### src/rtl/fir_pkg.sv
// Shared types and index helpers for the 11-tap FIR sequencer.
package fir_pkg;

    localparam int NTAP       = 11;
    localparam int WORD_BYTES = 4;
    localparam int ADDR_W     = 12;
    localparam int IDX_W      = 4;

    typedef logic [IDX_W-1:0] idx_t;

    typedef enum logic [2:0] {
        ST_IDLE,
        ST_CLEAR,
        ST_WAIT_IN,
        ST_MAC,
        ST_DRAIN,
        ST_OUT,
        ST_DONE
    } state_t;

    function automatic logic [ADDR_W-1:0] byte_addr(input idx_t idx);
        return ADDR_W'(idx) * ADDR_W'(WORD_BYTES);
    endfunction

    // (ptr - k) mod NTAP without a divider; ptr and k are both below NTAP.
    function automatic idx_t circ_idx(input idx_t ptr, input idx_t k);
        return (ptr >= k) ? ptr - k : ptr + idx_t'(NTAP) - k;
    endfunction

    function automatic idx_t wrap_inc(input idx_t i);
        return (i == idx_t'(NTAP - 1)) ? '0 : i + idx_t'(1);
    endfunction

endpackage

### src/rtl/fir_sched_if.sv
// AXI-Stream channel used for both the sample input and the result output.
interface fir_sched_if #(
    parameter int DW = 32
);
    logic          tvalid;
    logic          tready;
    logic          tlast;
    logic [DW-1:0] tdata;

    modport master (output tvalid, output tlast, output tdata, input tready);
    modport slave  (input tvalid, input tlast, input tdata, output tready);
endinterface

### src/rtl/fir_mac.sv
// Registered multiply-accumulate: acc <= clr ? 0 : acc + a*b (wrapping, low word).
module fir_mac #(
    parameter int W = 32
) (
    input  logic         clk,
    input  logic         rst,
    input  logic         clr,
    input  logic         en,
    input  logic [W-1:0] a,
    input  logic [W-1:0] b,
    output logic [W-1:0] acc
);

    // The low W bits of a two's-complement product equal those of the
    // unsigned product, so a W-bit multiply gives the signed result directly.
    logic [W-1:0] prod_lo;
    assign prod_lo = a * b;

    always_ff @(posedge clk or posedge rst) begin
        if (rst) begin
            acc <= '0;
        end else if (clr) begin
            acc <= '0;
        end else if (en) begin
            acc <= acc + prod_lo;
        end
    end

endmodule

### src/rtl/fir_sched.sv
// FIR sequencer: run control, data-RAM clear/fill, 11-tap MAC loop, stream
// handshakes and tap-RAM arbitration between configuration and compute.
module fir_sched
    import fir_pkg::*;
#(
    parameter int pADDR_WIDTH = 12,
    parameter int pDATA_WIDTH = 32,
    parameter int Tape_Num    = 11
) (
    input  logic                   axis_clk,
    input  logic                   axis_rst,

    input  logic                   cfg_start,
    input  logic [31:0]            cfg_len,
    input  logic                   cfg_stat_rd,
    output logic                   ap_idle,
    output logic                   ap_done,
    output logic                   err_tlast,

    input  logic                   cfg_tap_req,
    input  logic                   cfg_tap_we,
    input  logic [3:0]             cfg_tap_idx,
    input  logic [pDATA_WIDTH-1:0] cfg_tap_wdata,
    output logic                   cfg_tap_gnt,
    output logic                   cfg_tap_rvalid,
    output logic [pDATA_WIDTH-1:0] cfg_tap_rdata,

    fir_sched_if.slave             ss,
    fir_sched_if.master            sm,

    output logic [3:0]             tap_WE,
    output logic                   tap_EN,
    output logic [pADDR_WIDTH-1:0] tap_A,
    output logic [pDATA_WIDTH-1:0] tap_Di,
    input  logic [pDATA_WIDTH-1:0] tap_Do,

    output logic [3:0]             data_WE,
    output logic                   data_EN,
    output logic [pADDR_WIDTH-1:0] data_A,
    output logic [pDATA_WIDTH-1:0] data_Di,
    input  logic [pDATA_WIDTH-1:0] data_Do
);

    localparam idx_t LAST_K = idx_t'(Tape_Num - 1);

    state_t state, next_state;

    idx_t        k;
    idx_t        ptr;
    logic [31:0] count;
    logic [31:0] len_q;
    logic        done_q;
    logic        err_q;
    logic        rvalid_q;
    logic        rd_pend;

    logic        start_acc;
    logic        accept;
    logic        last_sample;
    logic [pDATA_WIDTH-1:0] acc;

    assign start_acc   = (state == ST_IDLE) && cfg_start;
    assign accept      = (state == ST_WAIT_IN) && ss.tvalid;
    assign last_sample = (count + 32'd1) == len_q;

    assign ap_idle     = (state == ST_IDLE) || (state == ST_DONE);
    assign ap_done     = done_q;
    assign err_tlast   = err_q;

    assign cfg_tap_gnt    = cfg_tap_req && ap_idle;
    assign cfg_tap_rvalid = rvalid_q;
    assign cfg_tap_rdata  = rvalid_q ? tap_Do : '0;

    assign sm.tvalid = (state == ST_OUT);
    assign sm.tlast  = (state == ST_OUT) && (count == len_q);
    assign sm.tdata  = acc;

    // NOTE: state and counters use non-blocking assignments so every register
    // samples the pre-edge values of the others.
    always_ff @(posedge axis_clk or posedge axis_rst) begin
        if (axis_rst) begin
            state <= ST_IDLE;
        end else begin
            state <= next_state;
        end
    end

    // NOTE: every output of this block gets a default first, so no branch
    // can leave a signal unassigned and infer a latch.
    always_comb begin
        next_state = state;
        ss.tready  = 1'b0;
        data_EN    = 1'b0;
        data_WE    = 4'h0;
        data_A     = '0;
        data_Di    = '0;
        tap_EN     = 1'b0;
        tap_WE     = 4'h0;
        tap_A      = '0;
        tap_Di     = '0;

        unique case (state)
            ST_IDLE: begin
                if (cfg_start) next_state = ST_CLEAR;
            end
            ST_CLEAR: begin
                // A zero-length run has nothing to filter; finish at once.
                if (len_q == 32'd0) begin
                    next_state = ST_DONE;
                end else begin
                    data_EN = 1'b1;
                    data_WE = 4'hF;
                    data_A  = pADDR_WIDTH'(byte_addr(k));
                    if (k == LAST_K) next_state = ST_WAIT_IN;
                end
            end
            ST_WAIT_IN: begin
                ss.tready = 1'b1;
                if (ss.tvalid) begin
                    data_EN    = 1'b1;
                    data_WE    = 4'hF;
                    data_A     = pADDR_WIDTH'(byte_addr(ptr));
                    data_Di    = ss.tdata;
                    next_state = ST_MAC;
                end
            end
            ST_MAC: begin
                tap_EN  = 1'b1;
                tap_A   = pADDR_WIDTH'(byte_addr(k));
                data_EN = 1'b1;
                data_A  = pADDR_WIDTH'(byte_addr(circ_idx(ptr, k)));
                if (k == LAST_K) next_state = ST_DRAIN;
            end
            ST_DRAIN: begin
                next_state = ST_OUT;
            end
            ST_OUT: begin
                if (sm.tready) next_state = (count == len_q) ? ST_DONE : ST_WAIT_IN;
            end
            ST_DONE: begin
                next_state = ST_IDLE;
            end
            default: begin
                next_state = ST_IDLE;
            end
        endcase

        // The engine only touches the tap RAM while busy, so an idle-time
        // configuration access never collides with it.
        if (cfg_tap_gnt) begin
            tap_EN = 1'b1;
            tap_WE = cfg_tap_we ? 4'hF : 4'h0;
            tap_A  = pADDR_WIDTH'(byte_addr(cfg_tap_idx));
            tap_Di = cfg_tap_wdata;
        end
    end

    always_ff @(posedge axis_clk or posedge axis_rst) begin
        if (axis_rst) begin
            k        <= '0;
            ptr      <= '0;
            count    <= '0;
            len_q    <= '0;
            done_q   <= 1'b0;
            err_q    <= 1'b0;
            rvalid_q <= 1'b0;
            rd_pend  <= 1'b0;
        end else begin
            rvalid_q <= cfg_tap_gnt && !cfg_tap_we;
            rd_pend  <= (state == ST_MAC);

            // Entering DONE outranks a coincident status read.
            if (next_state == ST_DONE) begin
                done_q <= 1'b1;
            end else if (cfg_stat_rd || start_acc) begin
                done_q <= 1'b0;
            end

            if (start_acc) begin
                err_q <= 1'b0;
            end else if (accept && (ss.tlast != last_sample)) begin
                err_q <= 1'b1;
            end

            if (start_acc) begin
                len_q <= cfg_len;
                count <= '0;
                k     <= '0;
                ptr   <= '0;
            end

            case (state)
                ST_CLEAR, ST_MAC: begin
                    k <= (k == LAST_K) ? '0 : k + idx_t'(1);
                end
                ST_WAIT_IN: begin
                    if (accept) begin
                        count <= count + 32'd1;
                        k     <= '0;
                    end
                end
                ST_DRAIN: begin
                    ptr <= wrap_inc(ptr);
                end
                default: begin
                end
            endcase
        end
    end

    // RAM data returns one cycle after each MAC read, so accumulation is
    // enabled by the registered "read issued" flag, which also covers DRAIN.
    fir_mac #(
        .W (pDATA_WIDTH)
    ) u_mac (
        .clk (axis_clk),
        .rst (axis_rst),
        .clr (accept),
        .en  (rd_pend),
        .a   (tap_Do),
        .b   (data_Do),
        .acc (acc)
    );

endmodule

### src/flat_wrapper.sv
// flat-port wrapper written by rule: the top's interface ports become plain ports
module fir_sched_flat import fir_pkg::*;
#(
    parameter int pADDR_WIDTH = 12,
    parameter int pDATA_WIDTH = 32,
    parameter int Tape_Num    = 11
)
  (axis_clk, axis_rst, cfg_start, cfg_len, cfg_stat_rd, ap_idle, ap_done, err_tlast, cfg_tap_req, cfg_tap_we, cfg_tap_idx, cfg_tap_wdata, cfg_tap_gnt, cfg_tap_rvalid, cfg_tap_rdata, tap_WE, tap_EN, tap_A, tap_Di, tap_Do, data_WE, data_EN, data_A, data_Di, data_Do, ss_tvalid, ss_tlast, ss_tdata, ss_tready, sm_tvalid, sm_tlast, sm_tdata, sm_tready);
  fir_sched_if #(.DW(32)) ss_i ();
  fir_sched_if #(.DW(32)) sm_i ();
  input  logic axis_clk;
  input  logic axis_rst;
  input  logic cfg_start;
  input  logic [31:0] cfg_len;
  input  logic cfg_stat_rd;
  output logic ap_idle;
  output logic ap_done;
  output logic err_tlast;
  input  logic cfg_tap_req;
  input  logic cfg_tap_we;
  input  logic [3:0] cfg_tap_idx;
  input  logic [pDATA_WIDTH-1:0] cfg_tap_wdata;
  output logic cfg_tap_gnt;
  output logic cfg_tap_rvalid;
  output logic [pDATA_WIDTH-1:0] cfg_tap_rdata;
  output logic [3:0] tap_WE;
  output logic tap_EN;
  output logic [pADDR_WIDTH-1:0] tap_A;
  output logic [pDATA_WIDTH-1:0] tap_Di;
  input  logic [pDATA_WIDTH-1:0] tap_Do;
  output logic [3:0] data_WE;
  output logic data_EN;
  output logic [pADDR_WIDTH-1:0] data_A;
  output logic [pDATA_WIDTH-1:0] data_Di;
  input  logic [pDATA_WIDTH-1:0] data_Do;
  input wire logic [$bits(ss_i.tvalid)-1:0] ss_tvalid;
  input wire logic [$bits(ss_i.tlast)-1:0] ss_tlast;
  input wire logic [$bits(ss_i.tdata)-1:0] ss_tdata;
  output wire logic [$bits(ss_i.tready)-1:0] ss_tready;
  output wire logic [$bits(sm_i.tvalid)-1:0] sm_tvalid;
  output wire logic [$bits(sm_i.tlast)-1:0] sm_tlast;
  output wire logic [$bits(sm_i.tdata)-1:0] sm_tdata;
  input wire logic [$bits(sm_i.tready)-1:0] sm_tready;
  assign ss_i.tvalid = ss_tvalid;
  assign ss_i.tlast = ss_tlast;
  assign ss_i.tdata = ss_tdata;
  assign ss_tready = ss_i.tready;
  assign sm_tvalid = sm_i.tvalid;
  assign sm_tlast = sm_i.tlast;
  assign sm_tdata = sm_i.tdata;
  assign sm_i.tready = sm_tready;
  fir_sched #(.pADDR_WIDTH(pADDR_WIDTH), .pDATA_WIDTH(pDATA_WIDTH), .Tape_Num(Tape_Num)) u_core (.axis_clk(axis_clk), .axis_rst(axis_rst), .cfg_start(cfg_start), .cfg_len(cfg_len), .cfg_stat_rd(cfg_stat_rd), .ap_idle(ap_idle), .ap_done(ap_done), .err_tlast(err_tlast), .cfg_tap_req(cfg_tap_req), .cfg_tap_we(cfg_tap_we), .cfg_tap_idx(cfg_tap_idx), .cfg_tap_wdata(cfg_tap_wdata), .cfg_tap_gnt(cfg_tap_gnt), .cfg_tap_rvalid(cfg_tap_rvalid), .cfg_tap_rdata(cfg_tap_rdata), .ss(ss_i), .sm(sm_i), .tap_WE(tap_WE), .tap_EN(tap_EN), .tap_A(tap_A), .tap_Di(tap_Di), .tap_Do(tap_Do), .data_WE(data_WE), .data_EN(data_EN), .data_A(data_A), .data_Di(data_Di), .data_Do(data_Do));
endmodule
### config.mk
export PLATFORM = sky130hd
export DESIGN_NAME = fir_sched_flat
export DESIGN_NICKNAME = d
export VERILOG_FILES = /design/src/rtl/fir_pkg.sv /design/src/rtl/fir_sched_if.sv /design/src/rtl/fir_mac.sv /design/src/rtl/fir_sched.sv /design/src/flat_wrapper.sv
export SDC_FILE = /design/constraint.sdc
export NUM_CORES = 2
export LEC_CHECK = 0
export CORE_ASPECT_RATIO = 0.8
export CORE_MARGIN = 2
export CORE_UTILIZATION = 40
export DETAILED_ROUTE_END_ITERATION = 16
export SKIP_CTS_REPAIR_TIMING = 1
export SYNTH_ARGS = -nofsm -noshare
export SYNTH_HDL_FRONTEND = slang
export SYNTH_SLANG_ARGS = --single-unit
### constraint.sdc
create_clock -name axis_clk -period 7.4 [get_ports axis_clk]
set_input_delay 1.48 -clock axis_clk [delete_from_list [all_inputs] [get_ports axis_clk]]
set_output_delay 1.48 -clock axis_clk [all_outputs]
set_load 0.1 [all_outputs]
==> PnR_summary.wiki <==
{| class="wikitable"
! Metric !! Value
|-
| Die Y || 224 um
|-
| Number of max-capacitance violations reported || 0
|-
| Initial antenna violation count || 4
|-
| Number of distinct standard cells referenced by the synthesized netlist || 78
|-
| Run status || finished with violations
|-
| Number of hold violations in the final report || 0
|-
| Post-synthesis compound-gate area fraction || 5.70%
|-
| Fraction of final layout cells with drive strength greater than 1 || between 10% and 20%
|-
| Final worst-path setup slack || -394 ps
|-
| Share of flip-flops with an asynchronous set or reset after synthesis || 100%
|-
| Actual slew at the worst max-slew pin || 1140 ps
|-
| Cell Area, Synth || 0.0242 sq mm
|-
| Number of setup violations in the final report || 15
|-
| #FFs+latches synth || ~110
|-
| Total number of placement rows || 80
|-
| Final Instance Area || 0.0310 sq mm
|-
| Root Driver || clkbuf_16
|-
| Post-synth EDFFs || 0
|-
| Clock transition at path regs || 80 ps
|-
| Filler instances || 5609
|-
| Number of sinks driven by the clock tree || 111
|-
| Maximum clock path buffer count || 2
|-
| Total placed cells including tap cells || 3923
|-
| Clock tree from TritonCTS || built
|-
| Average footprint of a synthesized cell || 8.74 sq um
|-
| Number of global-route vias before repair || 21300
|-
| Max Slew Vio Count || 0
|-
| Multiplexer share of the synthesized area || 0.998%
|-
| Area Overhead vs Synth || 28.3%
|-
| Final routed wirelength across all metal layers || 80300 um
|-
| Biggest fanout along the worst timing path || 5
|-
| GP Congestion || 0.936
|-
| Setup repair after global routing missed its margin || yes
|-
| Via density per instance || 5.12
|-
| GR Overflow Total || 0
|-
| Overall routing resource usage || 25.8%
|-
| Portion of the clock cycle consumed by the worst path in the final layout || 105%
|-
| Post-layout util || roughly half
|-
| Family of cells with the greatest summed delay on the critical path || adder cells
|-
| Synthesis warning total || 0
|-
| Largest family of logic cells by synthesized area || adder cells
|-
| Critical Path Max Stage Delay || 550 ps
|-
| Remaining design rule violation count || 0
|-
| Count of input and output buffers || 326
|-
| Post-route minimum period || 7790 ps
|-
| Arrival @ worst endpoint || a little over 8000 ps
|-
| Area inside the core boundary || 0.0598 sq mm
|-
| Estimated wirelength of the detail-placed design || 66200 um
|-
| Maximum number of pins on one net before global-route repair || 65
|-
| Violated checks || negative setup slack
|-
| Relative slew slack || 23.9%
|-
| XOR/XNOR share of the synthesized area || 5.07%
|-
| Category of the worst setup path capture point || flop
|-
| Global-route wire length before repair || 125000 um
|-
| Nets || just under 4000
|-
| Hold crit path type || flop to flop
|-
| DRC violation total after the first TritonRoute iteration || 1221
|-
| Worst Skew || 14.7 ps
|-
| Latest clock arrival within the worst-skew pair || 390 ps
|-
| Setup crit start kind || input pin
|-
| Number of top-level pins || between 300 and 400
|-
| Fraction of the mapped netlist area in adder cells || roughly 44%
|-
| Initial cell density of the core || 40.5%
|-
| Number of buffers and inverters on the critical path || 7
|-
| Synthesized instance count || between 2000 and 3000
|-
| Maximum clock rate || approximately 130 MHz
|-
| Die X-Extent || 279 um
|-
| Remaining antenna violation count after routing || 0
|-
| WP data required || around 7700 ps
|-
| Count of H-tree levels built during CTS || 3
|-
| Full die area || roughly 0.062 sq mm
|-
| Proportion of synthesized chip area in sequential cells || a little under an eighth
|-
| Top FF cell, synth || dfrtp_1
|-
| Crit Path Category || input pin to flop
|-
| Area share of and/or/nand/nor cells after synthesis || 21.8%
|-
| Count of placed standard cells in the final layout, fillers left out || 3975
|-
| Total clock buffers created by CTS || 9
|-
| Placed cell areas || 0.0295 sq mm
|-
| Number of optimization iterations in the first detailed-route pass || 5
|-
| Vias || 20400
|-
| Crit path top cell by count || fa_1
|-
| Master of the slowest instance on the critical path || fa_1
|-
| Detailed-route wire length per cell || a little over 20 um
|}
## state kept, by name, indices dropped and copies added (netlist names)
signal and count:
u_core.state 3, u_core.count 32, u_core.len_q 32, u_core.ptr 4, u_core.err_tlast 1, u_core.ap_done 1, u_core.rd_pend 1, u_core.k 4
u_core.cfg_tap_rvalid 1, u_core.u_mac.acc 32
## Yosys cell counts (all sizes together) (50+ instances only)
| library cell | instances | area share [%] |
|---|---|---|
| and2 | 354 | 9.2 |
| and3 | 71 | 1.8 |
| buf | 50 | 1.4 |
| clkbuf | 128 | 2.0 |
| dfrtp | 111 | 11 |
| fa | 441 | 36 |
| ha | 136 | 7.0 |
| inv | 520 | 8.1 |
| nand2 | 360 | 5.6 |
| nor2 | 68 | 1.1 |
| o21ai | 64 | 1.3 |
| xnor2 | 89 | 3.2 |
| xor2 | 51 | 1.8 |
## cells by family (layout without fill, tap and decap cells)
group / count (synthesis) / count (layout)
buf+inv: 698 / 1109
simple gates: 1006 / 1006
flops: 111 / 111
fa+ha+maj: 578 / 578
other cells: 1 / 17
mux: 24 / 24
xor+xnor: 140 / 140
compound gates: 211 / 211
## worst reg2reg max path: stages, from the launching register on
cell and delay [ps]:
dfrtp_1 510, fa_1 600, fa_1 430, fa_1 570, inv_2 50, fa_1 470
inv_1 50, fa_1 460, fa_1 500, fa_1 510, inv_1 50, fa_1 540
inv_2 60, ha_4 250, nand2_4 70, nor2_4 40, a221oi_4 310, nand3_2 150
a211o_4 380, a311oi_4 340, nor2b_1 110, mux2i_1 150, a21oi_1 70
## layout make-up
| type | instances | area (sq um) | share of cell area, % |
|---|---|---|---|
| repair buffers | 575 | 5680 | 18.3 |
| flip-flops and latches | 111 | 2780 | 8.95 |
| clock buffers | 11 | 243 | 0.782 |
| clock inverters | 3 | 28.8 | 0.0927 |
| well taps | 779 | 975 | 3.14 |
| inverters | 520 | 1950 | 6.30 |
| multi-input cells | 1975 | 19400 | 62.4 |
| diodes | 1 | 2.50 | 0.00806 |
## stage by stage
step / setup TNS, ps / setup WS (ps) / hold WS [ps]
global route: -6580 / -625 / 557
global placement: -21360 / -1360 / 508
CTS: -14350 / -1070 / 533
detailed placement: -23480 / -1510 / 515
floorplan: -2340 / -477 / 475
finish: -3290 / -394 / 530
## routing by layer
layer  track usage [%]  wire (um)
met1              37.7      36900
met5                 0         41
met4              4.23       1300
met2              40.3      36400
met3              5.00       5620
## worst paths after layout
check | from | to | slack, ps | cells after the start
min reg2reg | u_core.err_tlast | u_core.err_tlast | 530 | 2
max reg2reg | u_core.u_mac.acc[19] | u_core.u_mac.acc[30] | 610 | 22
min | u_core.err_tlast | u_core.err_tlast | 530 | 2
max in group asynchronous | axis_rst | u_core.len_q[11] | 4620 | 3
max | data_Do[0] | u_core.u_mac.acc[30] | -390 | 26
min in group asynchronous | axis_rst | u_core.cfg_tap_rvalid | 1620 | 2
## layout by cell type (no fill, tap or decap), types with 23 or more instances in the layout
cell type	count
fa_1	407
clkdlybuf4s50_1	277
xor2_1	50
buf_6	41
nand3_1	43
ha_1	114
and2_1	328
inv_1	495
fa_2	34
inv_2	24
dfrtp_1	111
xnor2_1	82
nor2_1	67
a21oi_1	34
mux2i_1	23
dlymetal6s2s_1	27
nand4_1	26
buf_12	25
nand2_1	354
buf_4	182
o21ai_0	58
and3_1	71
and2_4	25
Power is not shown: default switching activity piles up to over one toggle a cycle in this logic, so the estimate is an artifact.
